--- src/rtl/game_sequencer_if.sv ---
// Game-flow bus between the Pacman sequencer and its neighbours.
// Carries the input strobes from the debouncers, ghost and movement logic
// and the registered control/status outputs toward display and score.
interface game_sequencer_if;
   logic        frame_tick;
   logic        start;
   logic        ack;
   logic        ghost_hit;
   logic        pellet_eaten;
   logic        maze_clear;
   logic        move_en;
   logic        entity_reset;
   logic [2:0]  state;
   logic [1:0]  lives;
   logic [3:0]  level;
   logic [15:0] score;
   logic        win;
   logic        lose;

   modport master (
      output frame_tick, start, ack, ghost_hit, pellet_eaten, maze_clear,
      input  move_en, entity_reset, state, lives, level, score, win, lose
   );

   modport slave (
      input  frame_tick, start, ack, ghost_hit, pellet_eaten, maze_clear,
      output move_en, entity_reset, state, lives, level, score, win, lose
   );
endinterface

--- src/rtl/game_sequencer.sv ---
// Pacman round life-cycle controller: idle, ready countdown, play, death
// animation, level-up and game over. Gates movement, issues entity reset
// pulses and keeps lives, level and a saturating 4-digit BCD score.
module game_sequencer #(
   parameter int LIVES_INIT   = 3,
   parameter int READY_FRAMES = 60,
   parameter int DEATH_FRAMES = 120,
   parameter int LEVEL_FRAMES = 90,
   parameter int PELLET_PTS   = 1
) (
   input logic              clk,
   input logic              reset,
   game_sequencer_if.slave  bus
);

   typedef enum logic [2:0] {
      IDLE      = 3'd0,
      READY     = 3'd1,
      PLAY      = 3'd2,
      DYING     = 3'd3,
      LEVEL_UP  = 3'd4,
      GAME_OVER = 3'd5
   } state_t;

   localparam logic [7:0] READY_LAST = 8'(READY_FRAMES - 1);
   localparam logic [7:0] DEATH_LAST = 8'(DEATH_FRAMES - 1);
   localparam logic [7:0] LEVEL_LAST = 8'(LEVEL_FRAMES - 1);
   localparam logic [1:0] LIVES_LOAD = 2'(LIVES_INIT);
   localparam logic [3:0] PTS        = 4'(PELLET_PTS);

   state_t      state_q;
   state_t      state_d;
   logic [7:0]  frame_cnt;
   logic [1:0]  lives_q;
   logic [3:0]  level_q;
   logic [15:0] score_q;
   logic        move_en_q;
   logic        entity_reset_q;
   logic        win_q;
   logic        lose_q;

   logic        entity_reset_d;
   logic        game_init;
   logic        lives_dec;
   logic        level_inc;
   logic        score_add;
   logic        timed_state;

   // Adds pts to a 4-digit BCD value with decimal carry; an overflow out of
   // the thousands digit pins the result at 9999.
   function automatic logic [15:0] bcd_add_sat(input logic [15:0] value,
                                               input logic [3:0]  pts);
      logic [15:0] sum;
      logic [4:0]  digit;
      logic        carry;
      sum   = '0;
      carry = 1'b0;
      for (int i = 0; i < 4; i++) begin
         digit = {1'b0, value[4*i +: 4]} + {1'b0, (i == 0) ? pts : 4'd0}
               + {4'd0, carry};
         if (digit > 5'd9) begin
            digit = digit - 5'd10;
            carry = 1'b1;
         end else begin
            carry = 1'b0;
         end
         sum[4*i +: 4] = digit[3:0];
      end
      return carry ? 16'h9999 : sum;
   endfunction

   // Next-state decode plus the one-cycle side effects of each transition.
   always_comb begin
      state_d        = state_q;
      entity_reset_d = 1'b0;
      game_init      = 1'b0;
      lives_dec      = 1'b0;
      level_inc      = 1'b0;
      score_add      = 1'b0;
      case (state_q)
         IDLE: begin
            if (bus.start) begin
               state_d        = READY;
               game_init      = 1'b1;
               entity_reset_d = 1'b1;
            end
         end
         READY: begin
            if (bus.frame_tick && frame_cnt == READY_LAST)
               state_d = PLAY;
         end
         PLAY: begin
            score_add = bus.pellet_eaten;
            if (bus.maze_clear) begin
               state_d = LEVEL_UP;
            end else if (bus.ghost_hit) begin
               state_d   = DYING;
               lives_dec = 1'b1;
            end
         end
         DYING: begin
            if (bus.frame_tick && frame_cnt == DEATH_LAST) begin
               if (lives_q == 2'd0) begin
                  state_d = GAME_OVER;
               end else begin
                  state_d        = READY;
                  entity_reset_d = 1'b1;
               end
            end
         end
         LEVEL_UP: begin
            if (bus.frame_tick && frame_cnt == LEVEL_LAST) begin
               state_d        = READY;
               entity_reset_d = 1'b1;
               level_inc      = 1'b1;
            end
         end
         GAME_OVER: begin
            if (bus.ack)
               state_d = IDLE;
         end
         default: state_d = IDLE;
      endcase
   end

   assign timed_state = (state_q == READY) || (state_q == DYING) ||
                        (state_q == LEVEL_UP);

   // State register.
   always_ff @(posedge clk) begin
      if (reset)
         state_q <= IDLE;
      else
         state_q <= state_d;
   end

   // Frame counter restarts on every state entry and counts ticks in timed states.
   always_ff @(posedge clk) begin
      if (reset)
         frame_cnt <= '0;
      else if (state_d != state_q)
         frame_cnt <= '0;
      else if (bus.frame_tick && timed_state)
         frame_cnt <= frame_cnt + 8'd1;
   end

   // Game bookkeeping: lives, level and score, reloaded on game start.
   always_ff @(posedge clk) begin
      if (reset) begin
         score_q <= '0;
         lives_q <= LIVES_LOAD;
         level_q <= 4'd1;
      end else if (game_init) begin
         score_q <= '0;
         lives_q <= LIVES_LOAD;
         level_q <= 4'd1;
      end else begin
         if (score_add)
            score_q <= bcd_add_sat(score_q, PTS);
         if (lives_dec)
            lives_q <= lives_q - 2'd1;
         if (level_inc && level_q != 4'd15)
            level_q <= level_q + 4'd1;
      end
   end

   // Registered outputs decoded from the upcoming state so they line up with it.
   always_ff @(posedge clk) begin
      if (reset) begin
         move_en_q      <= 1'b0;
         entity_reset_q <= 1'b0;
         win_q          <= 1'b0;
         lose_q         <= 1'b0;
      end else begin
         move_en_q      <= (state_d == PLAY);
         entity_reset_q <= entity_reset_d;
         win_q          <= (state_d == LEVEL_UP);
         lose_q         <= (state_d == GAME_OVER);
      end
   end

   assign bus.state        = 3'(state_q);
   assign bus.move_en      = move_en_q;
   assign bus.entity_reset = entity_reset_q;
   assign bus.win          = win_q;
   assign bus.lose         = lose_q;
   assign bus.lives        = lives_q;
   assign bus.level        = level_q;
   assign bus.score        = score_q;

endmodule
--- src/flat_wrapper.sv ---
// flat-port wrapper written by rule: the top's interface ports become plain ports
module game_sequencer_flat 
#(
   parameter int LIVES_INIT   = 3,
   parameter int READY_FRAMES = 60,
   parameter int DEATH_FRAMES = 120,
   parameter int LEVEL_FRAMES = 90,
   parameter int PELLET_PTS   = 1
)
  (clk, reset, bus_frame_tick, bus_start, bus_ack, bus_ghost_hit, bus_pellet_eaten, bus_maze_clear, bus_move_en, bus_entity_reset, bus_state, bus_lives, bus_level, bus_score, bus_win, bus_lose);
  game_sequencer_if bus_i ();
  input logic clk;
  input logic reset;
  input wire logic [$bits(bus_i.frame_tick)-1:0] bus_frame_tick;
  input wire logic [$bits(bus_i.start)-1:0] bus_start;
  input wire logic [$bits(bus_i.ack)-1:0] bus_ack;
  input wire logic [$bits(bus_i.ghost_hit)-1:0] bus_ghost_hit;
  input wire logic [$bits(bus_i.pellet_eaten)-1:0] bus_pellet_eaten;
  input wire logic [$bits(bus_i.maze_clear)-1:0] bus_maze_clear;
  output wire logic [$bits(bus_i.move_en)-1:0] bus_move_en;
  output wire logic [$bits(bus_i.entity_reset)-1:0] bus_entity_reset;
  output wire logic [$bits(bus_i.state)-1:0] bus_state;
  output wire logic [$bits(bus_i.lives)-1:0] bus_lives;
  output wire logic [$bits(bus_i.level)-1:0] bus_level;
  output wire logic [$bits(bus_i.score)-1:0] bus_score;
  output wire logic [$bits(bus_i.win)-1:0] bus_win;
  output wire logic [$bits(bus_i.lose)-1:0] bus_lose;
  assign bus_i.frame_tick = bus_frame_tick;
  assign bus_i.start = bus_start;
  assign bus_i.ack = bus_ack;
  assign bus_i.ghost_hit = bus_ghost_hit;
  assign bus_i.pellet_eaten = bus_pellet_eaten;
  assign bus_i.maze_clear = bus_maze_clear;
  assign bus_move_en = bus_i.move_en;
  assign bus_entity_reset = bus_i.entity_reset;
  assign bus_state = bus_i.state;
  assign bus_lives = bus_i.lives;
  assign bus_level = bus_i.level;
  assign bus_score = bus_i.score;
  assign bus_win = bus_i.win;
  assign bus_lose = bus_i.lose;
  game_sequencer #(.LIVES_INIT(LIVES_INIT), .READY_FRAMES(READY_FRAMES), .DEATH_FRAMES(DEATH_FRAMES), .LEVEL_FRAMES(LEVEL_FRAMES), .PELLET_PTS(PELLET_PTS)) u_core (.clk(clk), .reset(reset), .bus(bus_i));
endmodule
--- config.mk ---
export PLATFORM = sky130hd
export DESIGN_NAME = game_sequencer_flat
export DESIGN_NICKNAME = d
export VERILOG_FILES = /design/src/rtl/game_sequencer_if.sv /design/src/rtl/game_sequencer.sv /design/src/flat_wrapper.sv
export SDC_FILE = /design/constraint.sdc
export NUM_CORES = 1
export LEC_CHECK = 0
export ABC_AREA = 1
export CORE_MARGIN = 8
export CORE_UTILIZATION = 55
export DETAILED_ROUTE_END_ITERATION = 10
export PLACE_DENSITY = 0.79
export REMOVE_ABC_BUFFERS = 1
export SETUP_SLACK_MARGIN = 0.3
export SLEW_MARGIN = 20
export SYNTH_ARGS = -nofsm -noshare
export SYNTH_HDL_FRONTEND = slang
export SYNTH_SLANG_ARGS = --single-unit
--- constraint.sdc ---
create_clock -name clk -period 9.38 [get_ports clk]
set_input_delay 1.876 -clock clk [delete_from_list [all_inputs] [get_ports clk]]
set_output_delay 1.876 -clock clk [all_outputs]
set_load 0.01 [all_outputs]
# Yosys cells after proc, flatten, opt, wreduce, memory -nomap -nowiden
# Index checks and enable logic that the tools add are counted.
totals:
  reg_bits: 37
  latch_bits: 0
  ram_bits: 0
  mem_bits_ro: 0
  input_bits: 8
  out_inout_bits: 29
  elab_cells: 89
  mem_count: 0
classes:
  addsub: 11
  n_mul: 0
  div: 0
  magnitude_cmp: 4
  n_eq_ne: 13
  n_shift: 0
  mux: 41
  n_bitwise: 0
  reduce_logical: 11
ops:
  columns: ["cell", "count"]
  rows:
  - ["1-bit 2-to-1 mux", 26]
  - ["3-bit 2-to-1 mux", 8]
  - ["5-bit by 4-bit greater-than comparator with 1-bit output (second input constant)", 4]
  - ["3-bit case mux with 6 select lines", 1]
  - ["8-bit by 7-bit == test with 1-bit output (second input constant)", 2]
  - ["16-bit 2-to-1 mux", 1]
  - ["4-bit 2-to-1 mux", 4]
  - ["4-bit subtractor (second input constant)", 4]
  - ["4-bit by 1-bit adder with 5-bit output", 3]
  - ["3-bit == test (second input constant)", 4]
  - ["3-bit by 2-bit == test with 1-bit output (second input constant)", 3]
  - ["8-bit by 1-bit adder with 8-bit output (second input constant)", 1]
  - ["8-bit by 6-bit == test with 1-bit output (second input constant)", 1]
  - ["4-bit by 1-bit adder with 5-bit output (second input constant)", 1]
  - ["1-bit logical AND", 5]
  - ["4-bit by 1-bit adder with 4-bit output (second input constant)", 1]
  - ["4-bit inequality test (second input constant)", 1]
  - ["2-bit OR reduction", 2]
  - ["3-bit by 1-bit == test with 1-bit output (second input constant)", 1]
  - ["3-bit zero test", 1]
  - ["3-bit inequality test", 1]
  - ["1-bit case mux with 3 select lines", 1]
  - ["2-bit zero test", 1]
  - ["1-bit logical OR", 2]
  - ["2-bit by 1-bit subtractor with 2-bit output (second input constant)", 1]

# Logic depth before layout (Yosys ltp)
depth:
  depth_word: 25
  ltp_mapped: 31
  mapped_depth_nobuf: 31

# Worst setup path after synthesis
# No wires, ideal clock.
synth_timing:
  kind: "reg2reg"
  start: "register u_core.score_q[0], in the netlist u_core.bus.score[0]"
  end: "register u_core.score_q[14], in the netlist u_core.bus.score[14]"
  setup_time_ns: 0.070
  t_arrival_ns: 4.213
  required_ns: 9.310
  slack_ns: 5.097
  stages_incl_launch_ff: 29
  n_path_buf: 0
  synth_period_minus_slack_ns: 4.283
  path_cell_list: "dfxtp_1 inv_1 ha_1 inv_1 ha_1 nand2_1 nand3_1 nand3_1 nand2_1 ha_1 ha_1 xnor2_1 nand2_1 nand2_1 nand2_1 ha_1 ha_1 xnor2_1 nand2_1 nand2_1 nand2_1 ha_1 ha_1 xnor2_1 nand2_1 nor2_1 nor2_2 or2_1 a21oi_1"
synth_via:
  elab_chain_cells: 25
  word_cells_on_any_way: 27
  cone_classes: "5 x add/sub; 4 x order compare; 18 x mux"
synth_lines:
  columns: ["item", "line", "rtl"]
  rows:
  - ["start, declared", "game_sequencer.sv:36", "logic [15:0] score_q;"]
  - ["start signal, assigned", "game_sequencer.sv:159", "score_q <= bcd_add_sat(score_q, PTS);"]
  - ["4-bit by 1-bit adder with 5-bit output *", "game_sequencer.sv:59", "digit = {1'b0, value[4*i +: 4]} + {1'b0, (i == 0) ? pts : 4'd0}"]
  - ["5-bit by 4-bit greater-than comparator with 1-bit output *", "game_sequencer.sv:61", "if (digit > 5'd9) begin"]
  - ["1-bit 2-to-1 mux *", "game_sequencer.sv:61", null]
  - ["1-bit 2-to-1 mux *", "game_sequencer.sv:158", "if (score_add)"]
  - ["1-bit 2-to-1 mux *", "game_sequencer.sv:153", "end else if (game_init) begin"]
  - ["1-bit 2-to-1 mux *", "game_sequencer.sv:149", "if (reset) begin"]
  - ["4-bit by 1-bit adder with 5-bit output *", "game_sequencer.sv:60", "+ {4'd0, carry};"]
  - ["5-bit by 4-bit greater-than comparator with 1-bit output *", "game_sequencer.sv:61", null]
  - ["(+9 left out)", null, null]
  - ["1-bit 2-to-1 mux *", "game_sequencer.sv:149", null]
  - ["4-bit by 1-bit adder with 5-bit output *", "game_sequencer.sv:60", null]
  - ["5-bit by 4-bit greater-than comparator with 1-bit output", "game_sequencer.sv:61", null]
  - ["1-bit 2-to-1 mux", "game_sequencer.sv:61", null]
  - ["1-bit 2-to-1 mux", "game_sequencer.sv:158", null]
  - ["1-bit 2-to-1 mux", "game_sequencer.sv:153", null]
  - ["1-bit 2-to-1 mux", "game_sequencer.sv:149", null]
  - ["16-bit 2-to-1 mux *", "game_sequencer.sv:69", "return carry ? 16'h9999 : sum;"]
# Mark *: on every way between the ends. The rest lies on a longest branch, timed or not. The select of a mux whose other input is x is not followed.
# A chain may end at the register's enable or synchronous reset.

# Final worst setup path
layout_timing:
  start: "register u_core.score_q[0], in the netlist u_core.bus.score[0]"
  end: "register u_core.score_q[3], in the netlist u_core.bus.score[3]"
layout_via:
  elab_chain_cells: 25
  word_cells_on_any_way: 27
  cone_classes: "5 x add/sub; 4 x order compare; 18 x mux"
layout_lines:
  columns: ["item", "line"]
  rows:
  - ["4-bit by 1-bit adder with 5-bit output *", "game_sequencer.sv:59"]
  - ["5-bit by 4-bit greater-than comparator with 1-bit output", "game_sequencer.sv:61"]
  - ["1-bit 2-to-1 mux", "game_sequencer.sv:61"]
  - ["1-bit 2-to-1 mux", "game_sequencer.sv:158"]
  - ["1-bit 2-to-1 mux", "game_sequencer.sv:153"]
  - ["1-bit 2-to-1 mux", "game_sequencer.sv:149"]
  - ["4-bit by 1-bit adder with 5-bit output", "game_sequencer.sv:60"]
  - ["5-bit by 4-bit greater-than comparator with 1-bit output", "game_sequencer.sv:61"]
  - ["(+9 left out)", null]
  - ["1-bit 2-to-1 mux", "game_sequencer.sv:149"]
  - ["4-bit by 1-bit adder with 5-bit output", "game_sequencer.sv:60"]
  - ["5-bit by 4-bit greater-than comparator with 1-bit output", "game_sequencer.sv:61"]
  - ["1-bit 2-to-1 mux", "game_sequencer.sv:61"]
  - ["1-bit 2-to-1 mux", "game_sequencer.sv:158"]
  - ["1-bit 2-to-1 mux", "game_sequencer.sv:153"]
  - ["1-bit 2-to-1 mux", "game_sequencer.sv:149"]
  - ["16-bit 2-to-1 mux *", "game_sequencer.sv:69"]
# Marks and branches as above.

==> flow_summary.json <==
{
  "status": "finished, final reports clean",
  "synthTopCellsByCount": "68 x nand2_1, 40 x inv_1, 37 x dfxtp_1, 37 x nand3_1, 26 x nor2_1",
  "slew_headroom_pct": 73.8,
  "gr-total-overflow": 0,
  "drive_above_1_share_pct": 7.39,
  "synth-seq-cells": 37,
  "yosysMostFrequentCell": "nand2_1",
  "post_drt_wl_per_cell_um": 12.4,
  "hpwl_mm": 3.75,
  "worstSetupPathType": "reg -> reg",
  "skew_ns": 0.00462,
  "antenna_found_initial": 0,
  "grtUsageTotal_pct": 17.2,
  "cp_slowest_cell": "dfxtp_1",
  "vias": 2063,
  "pre_cts_ws_ns": 4.70,
  "netlist_area_sq_um": 2160,
  "power.leakage_uw": 0.00112,
  "io_pins": 37,
  "initial_core_util_pct": 55.7,
  "synth_area_leaders": "dfxtp_1 34%, nand2_1 12%, ha_1 8.7%",
  "vias_per_cell": 5.13,
  "grt_max_degree": 19,
  "synth_area_leader_cell": "dfxtp_1",
  "tightest_slew_ns": 0.393,
  "yosysSeqAreaShare_pct": 34.2,
  "stdcell_area_sq_um": 2670,
  "std_cell_rows": 23,
  "cp-start-kind": "register",
  "htree_levels": 2,
  "place.gp.congestion": 0.843,
  "fmax_ghz": 0.211,
  "hold_buffers": 0,
  "cts_buffer_depth": 2,
  "cts_sinks": 37,
  "core_area_sq_um": 3880,
  "finalHoldViolCount": 0,
  "crit_top_cell": "nand2_1",
  "drtIter0Drc": 120,
  "timing.final.ws_setup_ns": 4.65,
  "grt_pass1_vias": 2062,
  "nets": 375,
  "post_cts_buffers": 0,
  "rsz0062_at_grt": "false",
  "min_path_type": "reg -> reg",
  "worstPathArrival_ns": 4.93,
  "endpoint_kind": "register",
  "cap_violations": 0,
  "finalCritPeriodShare_pct": 50.5,
  "vdd_drop_max_v": 0.0000942,
  "synthDistinctLibCells": 31,
  "drv_slew": 0,
  "numCtsBuffers": 5,
  "synth-main-ff-cell": "dfxtp_1",
  "final_util_pct": 68.6,
  "drtPass1Iterations": 4,
  "synth_area_per_cell_sq_um": 6.96,
  "yosysWarnings": 0,
  "grt_pass1_wl_mm": 8.82,
  "p_per_area_nw_per_um2": 110,
  "period_needed_ns": 4.73,
  "diodes": 0,
  "tns_ns": 0,
  "clkLatencyLatePin_ns": 0.29,
  "clkTransAtPathRegs_ns": 0.07,
  "cts_root_buffer": "clkbuf_8",
  "wl_mm": 5.00,
  "drc": 0,
  "dpl_cell_area_sq_um": 2580,
  "syn2layout_area_growth_pct": 23.1,
  "worst-path-max-fanout": 10,
  "finalSetupViolCount": 0,
  "cts_tree": "yes",
  "cts_resized": 0,
  "dieArea_sq_um": 6200,
  "synth_async_sr_flop_share_pct": 0,
  "ant_nets": 0,
  "synth_top_cell_area_share_pct": 34.2,
  "fp.dieW_um": 78.7,
  "synth_edf_count": 0,
  "die_h_um": 78.7,
  "max_stage_delay_ns": 0.40,
  "synthCells": 311,
  "io_buffers": 36,
  "required_ns": 9.57
}
-- final cells by class --
| class | instances | area (sq um) |
|---|---|---|
| fillers | 350 | 1220 |
| clock buffers | 7 | 86.3 |
| multi-input cells | 227 | 1240 |
| flip-flops and latches | 37 | 741 |
| well taps | 50 | 62.6 |
| repair buffers | 36 | 360 |
| inverters | 45 | 171 |
-- cell families (layout without fill, tap and decap cells) --
| logic type | after synthesis | count (layout) | share of synthesized area [%] |
|---|---|---|---|
| xor gates and xnor gates | 12 | 12 | 4.86 |
| and+or+nand+nor | 166 | 166 | 35.4 |
| AOI/OAI and AO/OA | 34 | 34 | 8.50 |
| buffers and inverters | 47 | 88 | 8.32 |
| adders and majority gates | 15 | 15 | 8.67 |
| DFF | 37 | 37 | 34.2 |
-- through the flow --
step	instances	hold slack, ns	power [uW]
final	402	0.512	293
after global routing	402	0.548	306
after CTS	402	0.509	297
after detailed placement	395	0.497	182
after global placement	395	0.489	182
after floorplan	309	0.507	174
-- per-layer routing --
layer  wire (um)  global-route usage [%]  up-vias
li1            -                       -     1094
met1        2210                    18.6      921
met2        2450                    31.1       42
met3         273                    5.30        6
met4          67                    5.93        0
met5           0                       0        -
-- where the power goes --
group	internal, uW	switching (uW)	total, uW	leakage, uW
Clock	58.3	56.1	114	0.0000443
Sequential	158	0.935	159	0.000299
Combinational	7.25	12.3	19.5	0.000777
-- worst max-delay path: cells and delay by family, from the launching register on --
family	cells	cell delay, ns
xor+xnor	3	0.68
buf+inv	4	0.34
fa+ha+maj	8	1.80
simple gates	15	1.41
flops	1	0.40
-- cells in the final DEF, fill, tap and decap left out, types with 12 or more instances in the layout --
cell / count
nand2_1: 68
inv_1: 40
nand3_1: 37
dfxtp_1: 37
clkdlybuf4s50_1: 36
nor2_1: 26
a21oi_1: 17
ha_1: 15
nor3_1: 12
o21ai_0: 12
-- sequential cells by signal, summed over array words and instances, names as in the netlist --
signal	cells
u_core.bus.entity_reset	1
u_core.bus.move_en	1
u_core.frame_cnt	8
u_core.bus.score	16
u_core.bus.win	1
u_core.bus.level	4
u_core.bus.lives	2
u_core.bus.state	3
u_core.bus.lose	1
-- worst paths after layout --
kind | from | endpoint | slack, ns | depth (start not counted)
setup / recovery | u_core.bus.score[0] | u_core.bus.score[3] | 4.65 | 30
setup reg to reg | u_core.bus.score[0] | u_core.bus.score[3] | 4.65 | 30
hold / removal | u_core.bus.level[1] | u_core.bus.level[1] | 0.51 | 2
hold reg to reg | u_core.bus.level[1] | u_core.bus.level[1] | 0.51 | 2
(Power assumes the default switching activity.)
